===== src/rtl/sort_pkg.sv =====
// Shared definitions for the sort datapath and its UART-side scheduler.
//   tx_sched_state_t  : sort_tx_scheduler FSM encoding
//   DEFAULT_TERM_BYTE : line-feed terminator appended after each array
//   bytes_per_seq()   : number of bytes in one sorted sequence
package sort_pkg;

    typedef enum logic [2:0] {
        TX_IDLE,
        TX_ISSUE,
        TX_WAIT_ACK,
        TX_WAIT_DONE,
        TX_TERM,
        TX_FINISH
    } tx_sched_state_t;

    localparam logic [7:0] DEFAULT_TERM_BYTE = 8'h0A;

    function automatic int bytes_per_seq(input int width, input int depth);
        return depth * (width / 8);
    endfunction

endpackage


===== src/rtl/sort_tx_scheduler_if.sv =====
// Handshake bundle between sort_top, the scheduler and uart_tx.
//   valid_in/sorted : sorted-array delivery from sort_top
//   tx_busy         : frame-in-progress flag from uart_tx
//   tx_data/tx_start: byte request to uart_tx
//   ready/done/overrun : scheduler status
// modport slave  : the scheduler itself
// modport master : the environment driving it (sort_top + uart_tx)
interface sort_tx_scheduler_if #(
    parameter int WIDTH = 32,
    parameter int DEPTH = 8
) ();

    logic                              valid_in;
    logic [0:DEPTH-1][0:WIDTH-1]       sorted;
    logic                              tx_busy;
    logic [7:0]                        tx_data;
    logic                              tx_start;
    logic                              ready;
    logic                              done;
    logic                              overrun;

    modport slave (
        input  valid_in, sorted, tx_busy,
        output tx_data, tx_start, ready, done, overrun
    );

    modport master (
        output valid_in, sorted, tx_busy,
        input  tx_data, tx_start, ready, done, overrun
    );

endinterface


===== src/rtl/sort_tx_scheduler.sv =====
// Streams a captured DEPTH x WIDTH sorted array to uart_tx one byte at a
// time (element 0 first, MSB byte first), optionally followed by a
// terminator byte.
//   clk  : system clock
//   rst  : asynchronous, active-low reset
//   bus  : sort_tx_scheduler_if.slave (valid_in, sorted, tx_busy in;
//          tx_data, tx_start, ready, done, overrun out)
// All outputs are registered; tx_start/tx_data are loaded on the edge
// that enters ISSUE/TERM so the request is visible for exactly that state.
module sort_tx_scheduler
    import sort_pkg::*;
#(
    parameter int         WIDTH     = 32,
    parameter int         DEPTH     = 8,
    parameter bit         SEND_TERM = 1'b1,
    parameter logic [7:0] TERM_BYTE = DEFAULT_TERM_BYTE
) (
    input  logic                 clk,
    input  logic                 rst,
    sort_tx_scheduler_if.slave   bus
);

    localparam int          NB    = bytes_per_seq(WIDTH, DEPTH);
    localparam int unsigned BPE   = WIDTH / 8;
    localparam int          IDX_W = (NB > 1) ? $clog2(NB) : 1;
    localparam logic [IDX_W-1:0] LAST_IDX = IDX_W'(NB - 1);

    if ((WIDTH % 8) != 0) begin : g_width_chk
        $error("sort_tx_scheduler: WIDTH must be a multiple of 8");
    end

    tx_sched_state_t               state_q;
    logic [0:DEPTH-1][0:WIDTH-1]   shadow_q;
    logic [IDX_W-1:0]              idx_q;
    logic                          term_q;
    logic [7:0]                    tx_data_q;
    logic                          tx_start_q;
    logic                          ready_q;
    logic                          done_q;
    logic                          overrun_q;

    // Byte that follows idx_q, chosen by element (idx/BPE) then byte within
    // the element (idx%BPE). Element 0 occupies the top of the flat vector.
    logic [NB*8-1:0]   shadow_flat;
    logic [IDX_W-1:0]  nxt_idx;
    int unsigned       elem_sel;
    int unsigned       byte_sel;
    logic [WIDTH-1:0]  elem_word;
    logic [7:0]        next_byte;

    assign shadow_flat = shadow_q;

    always_comb begin
        nxt_idx   = idx_q + 1'b1;
        elem_sel  = 32'(nxt_idx) / BPE;
        byte_sel  = 32'(nxt_idx) % BPE;
        elem_word = WIDTH'(shadow_flat >> ((DEPTH - 1 - elem_sel) * WIDTH));
        next_byte = 8'(elem_word >> ((BPE - 1 - byte_sel) * 8));
    end

    always_ff @(posedge clk or negedge rst) begin
        if (!rst) begin
            state_q    <= TX_IDLE;
            shadow_q   <= '0;
            idx_q      <= '0;
            term_q     <= 1'b0;
            tx_data_q  <= '0;
            tx_start_q <= 1'b0;
            ready_q    <= 1'b1;
            done_q     <= 1'b0;
            overrun_q  <= 1'b0;
        end else begin
            tx_start_q <= 1'b0;
            done_q     <= 1'b0;

            if (bus.valid_in && (state_q != TX_IDLE)) begin
                overrun_q <= 1'b1;
            end

            case (state_q)
                TX_IDLE: begin
                    if (bus.valid_in) begin
                        // Byte 0 comes straight from the input so tx_start
                        // can go out the cycle after valid_in.
                        shadow_q   <= bus.sorted;
                        idx_q      <= '0;
                        term_q     <= 1'b0;
                        tx_data_q  <= bus.sorted[0][0:7];
                        tx_start_q <= 1'b1;
                        ready_q    <= 1'b0;
                        state_q    <= TX_ISSUE;
                    end
                end
                TX_ISSUE, TX_TERM: begin
                    state_q <= TX_WAIT_ACK;
                end
                TX_WAIT_ACK: begin
                    if (bus.tx_busy) begin
                        state_q <= TX_WAIT_DONE;
                    end
                end
                TX_WAIT_DONE: begin
                    if (!bus.tx_busy) begin
                        if (term_q) begin
                            done_q  <= 1'b1;
                            state_q <= TX_FINISH;
                        end else if (idx_q != LAST_IDX) begin
                            idx_q      <= nxt_idx;
                            tx_data_q  <= next_byte;
                            tx_start_q <= 1'b1;
                            state_q    <= TX_ISSUE;
                        end else if (SEND_TERM) begin
                            term_q     <= 1'b1;
                            tx_data_q  <= TERM_BYTE;
                            tx_start_q <= 1'b1;
                            state_q    <= TX_TERM;
                        end else begin
                            done_q  <= 1'b1;
                            state_q <= TX_FINISH;
                        end
                    end
                end
                TX_FINISH: begin
                    ready_q <= 1'b1;
                    state_q <= TX_IDLE;
                end
                default: begin
                    ready_q <= 1'b1;
                    state_q <= TX_IDLE;
                end
            endcase
        end
    end

    assign bus.tx_data  = tx_data_q;
    assign bus.tx_start = tx_start_q;
    assign bus.ready    = ready_q;
    assign bus.done     = done_q;
    assign bus.overrun  = overrun_q;

endmodule


===== src/flat_wrapper.sv =====
// flat-port wrapper written by rule: the top's interface ports become plain ports
module sort_tx_scheduler_flat import sort_pkg::*;
#(
    parameter int         WIDTH     = 32,
    parameter int         DEPTH     = 8,
    parameter bit         SEND_TERM = 1'b1,
    parameter logic [7:0] TERM_BYTE = DEFAULT_TERM_BYTE
)
  (clk, rst, bus_valid_in, bus_sorted, bus_tx_busy, bus_tx_data, bus_tx_start, bus_ready, bus_done, bus_overrun);
  sort_tx_scheduler_if #(.WIDTH(WIDTH), .DEPTH(DEPTH)) bus_i ();
  input  logic clk;
  input  logic rst;
  input wire logic [$bits(bus_i.valid_in)-1:0] bus_valid_in;
  input wire logic [$bits(bus_i.sorted)-1:0] bus_sorted;
  input wire logic [$bits(bus_i.tx_busy)-1:0] bus_tx_busy;
  output wire logic [$bits(bus_i.tx_data)-1:0] bus_tx_data;
  output wire logic [$bits(bus_i.tx_start)-1:0] bus_tx_start;
  output wire logic [$bits(bus_i.ready)-1:0] bus_ready;
  output wire logic [$bits(bus_i.done)-1:0] bus_done;
  output wire logic [$bits(bus_i.overrun)-1:0] bus_overrun;
  assign bus_i.valid_in = bus_valid_in;
  assign bus_i.sorted = bus_sorted;
  assign bus_i.tx_busy = bus_tx_busy;
  assign bus_tx_data = bus_i.tx_data;
  assign bus_tx_start = bus_i.tx_start;
  assign bus_ready = bus_i.ready;
  assign bus_done = bus_i.done;
  assign bus_overrun = bus_i.overrun;
  sort_tx_scheduler #(.WIDTH(WIDTH), .DEPTH(DEPTH), .SEND_TERM(SEND_TERM), .TERM_BYTE(TERM_BYTE)) u_core (.clk(clk), .rst(rst), .bus(bus_i));
endmodule

===== config.mk =====
export PLATFORM = sky130hd
export DESIGN_NAME = sort_tx_scheduler_flat
export DESIGN_NICKNAME = d
export VERILOG_FILES = /design/src/rtl/sort_pkg.sv /design/src/rtl/sort_tx_scheduler_if.sv /design/src/rtl/sort_tx_scheduler.sv /design/src/flat_wrapper.sv
export SDC_FILE = /design/constraint.sdc
export NUM_CORES = 1
export LEC_CHECK = 0
export CORE_MARGIN = 3
export CORE_UTILIZATION = 40
export CTS_CLUSTER_SIZE = 24
export DETAILED_ROUTE_END_ITERATION = 8
export PLACE_DENSITY_LB_ADDON = 0.25
export SYNTH_ARGS = -nofsm -noshare
export SYNTH_HDL_FRONTEND = slang
export SYNTH_SLANG_ARGS = --single-unit

===== constraint.sdc =====
create_clock -name clk -period 8.2 [get_ports clk]
set_clock_uncertainty 0.1 [all_clocks]
set_input_delay 1.23 -clock clk [delete_from_list [all_inputs] [get_ports clk]]
set_output_delay 1.23 -clock clk [all_outputs]
set_load 0.01 [all_outputs]

---- Yosys cells after proc, flatten, opt, wreduce, memory -nomap -nowiden ----
Cells that the tools add are included.
word-level totals
  output and inout port bits .............. 12
  input port bits ......................... 260
  word-level logic and storage cells ...... 73
  bits in registers ....................... 277
operators by class
  bitwise operators ....................... 1
  muxes and demuxes ....................... 29
  reduce and logical (&&, ||, !) cells .... 12
  $add $sub $neg .......................... 3
  shift-type cells ........................ 2
  equal/unequal tests ..................... 10
operators by type and width
  kind                 count
  $shr 256x32->32      1
  $mux 8               4
  $shr 32x32->8        1
  $mux 5               4
  $pmux 8 s2           1
  $mux 3               5
  $pmux 3 s4           1
  $mux 1               10
  $pmux 5 s2           1
  $ne 2x2->1 const B   4
  $eq 3x2->1 const B   2
  $pmux 1 s2           3
  $reduce_and 3->1     2
  $add 5x1->5 const B  1
  $ne 5x5->1 const B   1
  $reduce_and 5->1     1
  $reduce_and 2->1     2
  $reduce_and 4->1     1
  $reduce_or 4->1      1
  $sub 3x3->4 const A  1
  $eq 3x1->1 const B   1
  $eq 3x3->1 const B   1
  $logic_not 3->1      1
  $reduce_bool 3->1    1
  other kinds (6)      6

---- Logic depth before layout (Yosys ltp) ----
  word-level depth ........................ 8
  depth in mapped cells ................... 14
  depth with buffers taken out ............ 10

---- Least setup slack after synthesis ----
OpenSTA, ideal clock, no wires.
  path kind ............................... register to register
  from .................................... register u_core.idx_q[1]
  to ...................................... register u_core.tx_data_q[1], in the netlist u_core.bus.tx_data[1]
  arrival ................................. 3.108 ns
  period minus slack after synthesis ...... 3.334 ns
  library setup time ...................... 0.126 ns
  data required time ...................... 7.974 ns
  path buffers ............................ 4
  path slack .............................. 4.866 ns
  stages on the path, launching flop included .. 14
  cell sequence ........................... dfrtp_1 > ha_1 > buf_2 > buf_2 > nand2_1 > nor2_1 > ha_1 > clkbuf_1 > and4bb_2 > nand2b_1 > clkbuf_1 > or4_1 > nor4bb_1 > a221o_1
on the way
  cells in the longest elaborated chain, start to end .. 8
  elaborated cells between the ends (all ways) .. 10
  classes of those cells .................. 3 x add/sub; 1 x eq/ne; 2 x shift; 4 x mux
RTL lines
  element                   line                      text
  start: declaration        sort_tx_scheduler.sv:34   logic [IDX_W-1:0] idx_q;
  start signal: assignment  sort_tx_scheduler.sv:108  idx_q <= nxt_idx;
  $add 5x1->5               sort_tx_scheduler.sv:54   nxt_idx = idx_q + 1'b1;
  $sub 3x3->4               sort_tx_scheduler.sv:57   elem_word = WIDTH'(shadow_flat >> ((DEPTH - 1 - elem_sel) * WIDTH));
  $shr 256x32->32           sort_tx_scheduler.sv:57
  $shr 32x32->8             sort_tx_scheduler.sv:58   next_byte = 8'(elem_word >> ((BPE - 1 - byte_sel) * 8));
  $mux 8 (*)                sort_tx_scheduler.sv:107  end else if (idx_q != LAST_IDX) begin
  $mux 8 (*)                sort_tx_scheduler.sv:104  if (term_q) begin
  $mux 8 (*)                sort_tx_scheduler.sv:103  if (!bus.tx_busy) begin
  $pmux 8 s2 (*)            sort_tx_scheduler.sv:80   case (state_q)
  end signal: assignment    sort_tx_scheduler.sv:88   tx_data_q <= bus.sorted[0][0:7];
  end signal: assignment    sort_tx_scheduler.sv:109  tx_data_q <= next_byte;
  end: declaration          sort_tx_scheduler.sv:36   logic [7:0] tx_data_q;
Mark *: on every way between the ends. The rest lies on a longest branch, timed or not. The select of a mux whose other input is x is not followed.
A chain may end at the register's enable or synchronous reset.

---- Final worst setup path ----
  from .................................... register u_core.idx_q[3]
  to ...................................... register u_core.tx_data_q[4], in the netlist u_core.bus.tx_data[4]
Same word-level chain as after synthesis.

==> results_tabular.tex <==
\begin{tabular}{lr}
\hline
Metric & Value \\
\hline
\multicolumn{2}{l}{\textbf{Clock tree}} \\
CTS Buf Count & 30 \\
\# hold bufs at CTS & 0 \\
CTS tree & built \\
Deepest clock path buffer count & 3 \\
Sink count of the clock tree & 277 \\
Number of H-tree branching levels & 1 \\
Root buffer cell & sky130\_fd\_sc\_hd\_\_clkbuf\_16 \\
Clk pin slew, worst setup/hold paths & 0.06 ns \\
Count of instances resized after the clock tree is built & 0 \\
\# Post-CTS Setup Buffers & 0 \\
Clock latency of the later-clocked register in the worst-skew pair & 0.57 ns \\
\multicolumn{2}{l}{\textbf{Synthesis}} \\
Seq cells post-synth & 277 \\
Top FF cell, synth & sky130\_fd\_sc\_hd\_\_dfrtp\_1 \\
Post-Synthesis Net Count & 1395 \\
Cell Area, Synth & 13800 um2 \\
Gate Count Post-Synth & 1133 \\
Distinct cells, synth & 71 \\
Async set-or-reset flop fraction in the synthesized netlist & 1.00 \\
Number of warnings reported in the yosys synthesis log & 0 \\
Dominant cell type by area after synthesis & sky130\_fd\_sc\_hd\_\_dfrtp\_1 \\
Seq/Total Area, Yosys & 0.501 \\
Fraction of synthesized cell area taken by the top area cell type & 0.499 \\
Synthesized area per cell & 12.2 um2 \\
Number of flops mapped to enable cells by yosys & 0 \\
Most area-consuming cells after synthesis & sky130\_fd\_sc\_hd\_\_dfrtp\_1 (50\%), sky130\_fd\_sc\_hd\_\_mux2\_2 (21\%), sky130\_fd\_sc\_hd\_\_mux2i\_1 (5.1\%) \\
\multicolumn{2}{l}{\textbf{STA}} \\
Unrepaired setup endpoints after global routing & false \\
Number of endpoints with negative hold slack in the final report & 0 \\
Max-slew violation count & 0 \\
Tmin final & 4.47 ns \\
TNS Setup & 0 ns \\
Final count of negative-setup-slack endpoints & 0 \\
Fmax & 224 MHz \\
Relative max-transition margin & 0.134 \\
Final cycle utilization of the critical path & 0.545 \\
Slew at the pin closest to its max-slew limit & 1.30 ns \\
\multicolumn{2}{l}{\textbf{Placement}} \\
Placed cell areas & 16900 um2 \\
Count of buffers inserted at the top-level ports & 271 \\
Post-DP HPWL & 30000 um \\
Weighted congestion at the end of routability-driven global placement & 0.856 \\
Instance count after placement with tap cells included & 1780 \\
\multicolumn{2}{l}{\textbf{Floorplanning}} \\
\# rows & 67 \\
Area of the core & 33800 um2 \\
Initial core utilization & 0.410 \\
Top-Level Pins & 272 \\
Die extent in x & 192 um \\
Die Y & 192 um \\
Die area & 36900 um2 \\
\multicolumn{2}{l}{\textbf{Finish}} \\
Share of final-layout standard cells stronger than drive strength 1 & 0.252 \\
Area growth syn-to-layout & 29.3\% \\
Commonest non-fill, non-tap cell in the layout & sky130\_fd\_sc\_hd\_\_dfrtp\_1 \\
\# nets final & 1626 \\
Final Cell Area & 17900 um2 \\
Non-filler cells in the finished layout & 1835 \\
Most frequent cells in the layout & sky130\_fd\_sc\_hd\_\_dfrtp\_1 (275), sky130\_fd\_sc\_hd\_\_clkdlybuf4s50\_1 (270), sky130\_fd\_sc\_hd\_\_mux2\_2 (260), sky130\_fd\_sc\_hd\_\_nand2\_1 (92), sky130\_fd\_sc\_hd\_\_mux2i\_1 (71) \\
\multicolumn{2}{l}{\textbf{Routing}} \\
Drt via density & 5.68 \\
TritonRoute pass-1 iters & 5 \\
Iteration-0 DRC Markers & 694 \\
Remaining routing DRC violations & 0 \\
Via count & 10400 \\
Post-route antenna net violation count & 0 \\
Routed WL & 41900 um \\
Detailed-route wire length per cell & 22.8 um \\
\multicolumn{2}{l}{\textbf{Worst setup path}} \\
Critical Path Source Type & register \\
RR Endpoint & u\_core.bus.tx\_data[4] \\
Internal reg-to-reg setup slack & 3.73 ns \\
CP max stage delay & 0.79 ns \\
Critical Setup Path Class & register to register \\
Number of cell instances on the worst register-to-register path & 11 \\
CP Data Required Time & 8.58 ns \\
Source of the worst register-to-register timing path & u\_core.idx\_q[3] \\
Series of cell instances along the critical path & buf\_4, clkinv\_1, nor2\_1, ha\_1, buf\_4, nor2b\_1, o21ai\_0, a31oi\_1, nor4\_1, o311ai\_0, a211oi\_1 \\
Endpoint class of the critical path & register \\
Cell type of the slowest stage on the worst timing path & sky130\_fd\_sc\_hd\_\_clkinv\_1 \\
Data arrival time at the worst-slack endpoint & 4.85 ns \\
Maximum fanout count along the critical path & 56 \\
CP dominant cell by count & sky130\_fd\_sc\_hd\_\_buf\_4 \\
\multicolumn{2}{l}{\textbf{Worst hold path}} \\
Hold wc startpoint & u\_core.bus.overrun \\
Classification of the worst-slack hold path & register to register \\
Hold depth & 1 \\
End point of the most critical hold path & u\_core.bus.overrun \\
\multicolumn{2}{l}{\textbf{Global routing}} \\
Maximum number of pins on one net before global-route repair & 205 \\
Global-route wire length before repair & 62800 um \\
Via count of the first global-routing pass & 10500 \\
Antenna violations before repair & 2 \\
Congestion Overflow GR & 0 \\
Global router's overall resource usage & 0.223 \\
\multicolumn{2}{l}{\textbf{Job}} \\
Max Cap Violations & 0 \\
\multicolumn{2}{l}{\textbf{Outcome}} \\
Outcome & finished, final reports clean \\
\multicolumn{2}{l}{\textbf{Pwr}} \\
Leakage dissipation & 7.01 nW \\
Peak ir drop on the vdd network & 0.000193 V \\
Power per standard cell area & 343 nW/um2 \\
\hline
\end{tabular}
[sequential cells by signal, indices dropped and copies added (netlist names)]
| register | flops |
|---|---|
| u_core.shadow_flat | 256 |
| u_core.bus.tx_data | 8 |
| u_core.idx_q | 5 |
| u_core.state_q | 3 |
| u_core.bus.done | 1 |
| u_core.bus.overrun | 1 |
| u_core.bus.ready | 1 |
| u_core.bus.tx_start | 1 |
| u_core.term_q | 1 |
[layer usage]
| layer | vias to the layer above | share of wire | track usage |
|---|---|---|---|
| met5 | - | 0.00055 | 0 |
| li1 | 4702 | - | - |
| met2 | 375 | 0.48 | 0.368 |
| met1 | 5265 | 0.43 | 0.307 |
| met3 | 69 | 0.064 | 0.0381 |
| met4 | 4 | 0.026 | 0.0552 |
[worst max-delay path: cells and delay by family (launching register included)]
family	cells	cell delay (ns)
AOI/OAI and AO/OA	4	0.83
adders and majority gates	1	0.17
buffers and inverters	3	1.76
DFF	1	0.34
and+or+nand+nor	3	1.12
[cells in the mapped netlist, types with 3 or more instances]
library cell and instances:
sky130_fd_sc_hd__o21ai_0 35, sky130_fd_sc_hd__a211oi_1 17, sky130_fd_sc_hd__mux2_2 260, sky130_fd_sc_hd__a21oi_1 34, sky130_fd_sc_hd__nand2b_1 5, sky130_fd_sc_hd__nor2_1 37, sky130_fd_sc_hd__nor3_1 10, sky130_fd_sc_hd__o211ai_1 11
sky130_fd_sc_hd__a31oi_1 22, sky130_fd_sc_hd__clkbuf_1 44, sky130_fd_sc_hd__mux2i_1 71, sky130_fd_sc_hd__inv_1 8, sky130_fd_sc_hd__o2111ai_1 3, sky130_fd_sc_hd__o22ai_1 12, sky130_fd_sc_hd__or4_1 3, sky130_fd_sc_hd__nor4_1 4
sky130_fd_sc_hd__nand3b_1 4, sky130_fd_sc_hd__a21o_1 4, sky130_fd_sc_hd__and3_1 3, sky130_fd_sc_hd__nor2b_1 7, sky130_fd_sc_hd__a2111oi_0 3, sky130_fd_sc_hd__mux4_2 17, sky130_fd_sc_hd__nor3b_1 6, sky130_fd_sc_hd__xnor2_2 3
sky130_fd_sc_hd__o311ai_0 10, sky130_fd_sc_hd__and2_1 3, sky130_fd_sc_hd__buf_2 32, sky130_fd_sc_hd__nand2_1 92, sky130_fd_sc_hd__o221ai_1 7, sky130_fd_sc_hd__nand3_1 10, sky130_fd_sc_hd__buf_4 4, sky130_fd_sc_hd__a32oi_1 6
sky130_fd_sc_hd__a311o_1 3, sky130_fd_sc_hd__a21boi_0 3, sky130_fd_sc_hd__nand4_1 11, sky130_fd_sc_hd__o22a_1 4, sky130_fd_sc_hd__dfrtp_1 276, sky130_fd_sc_hd__a32o_1 3
[cells by family (layout without fill, tap and decap cells)]
logic type | Yosys count | in the layout | synth area share
muxes | 348 | 348 | 0.290
DFF | 277 | 277 | 0.501
and+or+nand+nor | 207 | 207 | 0.0717
AOI/OAI and AO/OA | 200 | 200 | 0.0997
buffers and inverters | 95 | 348 | 0.0308
xor gates and xnor gates | 4 | 4 | 0.00470
adders and majority gates | 2 | 2 | 0.00181
other | 0 | 1 | 0
[through the flow]
| stage | hold slack, ns | util | worst slack, ns | total power, mW |
|---|---|---|---|---|
| final | 0.364 | 0.530 | 3.73 | 6.14 |
| after global routing | 0.390 | 0.530 | 3.51 | 6.49 |
| after CTS | 0.370 | 0.530 | 3.83 | 6.16 |
| after detailed placement | 0.357 | 0.500 | 3.81 | 4.74 |
| after global placement | 0.346 | 0.500 | 3.78 | 4.68 |
| after floorplan | 0.356 | - | 4.87 | 3.98 |
[final cells by class]
cell class / count / area [um2]
diodes: 1 / 2.50
multi-input cells: 761 / 6530
flip-flops and latches: 277 / 6930
repair buffers: 283 / 2820
clock buffers: 45 / 847
fillers: 2943 / 15900
clock inverters: 9 / 173
well taps: 448 / 561
inverters: 11 / 41.3
[how the worst max path moves through the flow]
stage	start	end	slack, ns	depth (start not counted)
2_1_floorplan	u_core.idx_q[1]	u_core.bus.tx_data[1]	4.87	13
3_3_place_gp	u_core.idx_q[2]	u_core.bus.tx_data[3]	3.78	7
3_5_place_dp	u_core.idx_q[3]	u_core.bus.tx_data[4]	3.81	11
4_1_cts	u_core.idx_q[3]	u_core.bus.tx_data[4]	3.83	11
5_1_grt	u_core.idx_q[3]	u_core.bus.tx_data[4]	3.51	11
6_report	u_core.idx_q[3]	u_core.bus.tx_data[4]	3.73	11
[report_power, final]
group,internal (mW),total (mW),switching (mW)
clock network,0.838,1.40,0.561
logic,1.21,2.20,0.993
registers,2.05,2.54,0.494
total,4.09,6.14,2.05
No activity file was read; power rests on OpenSTA's default activity.
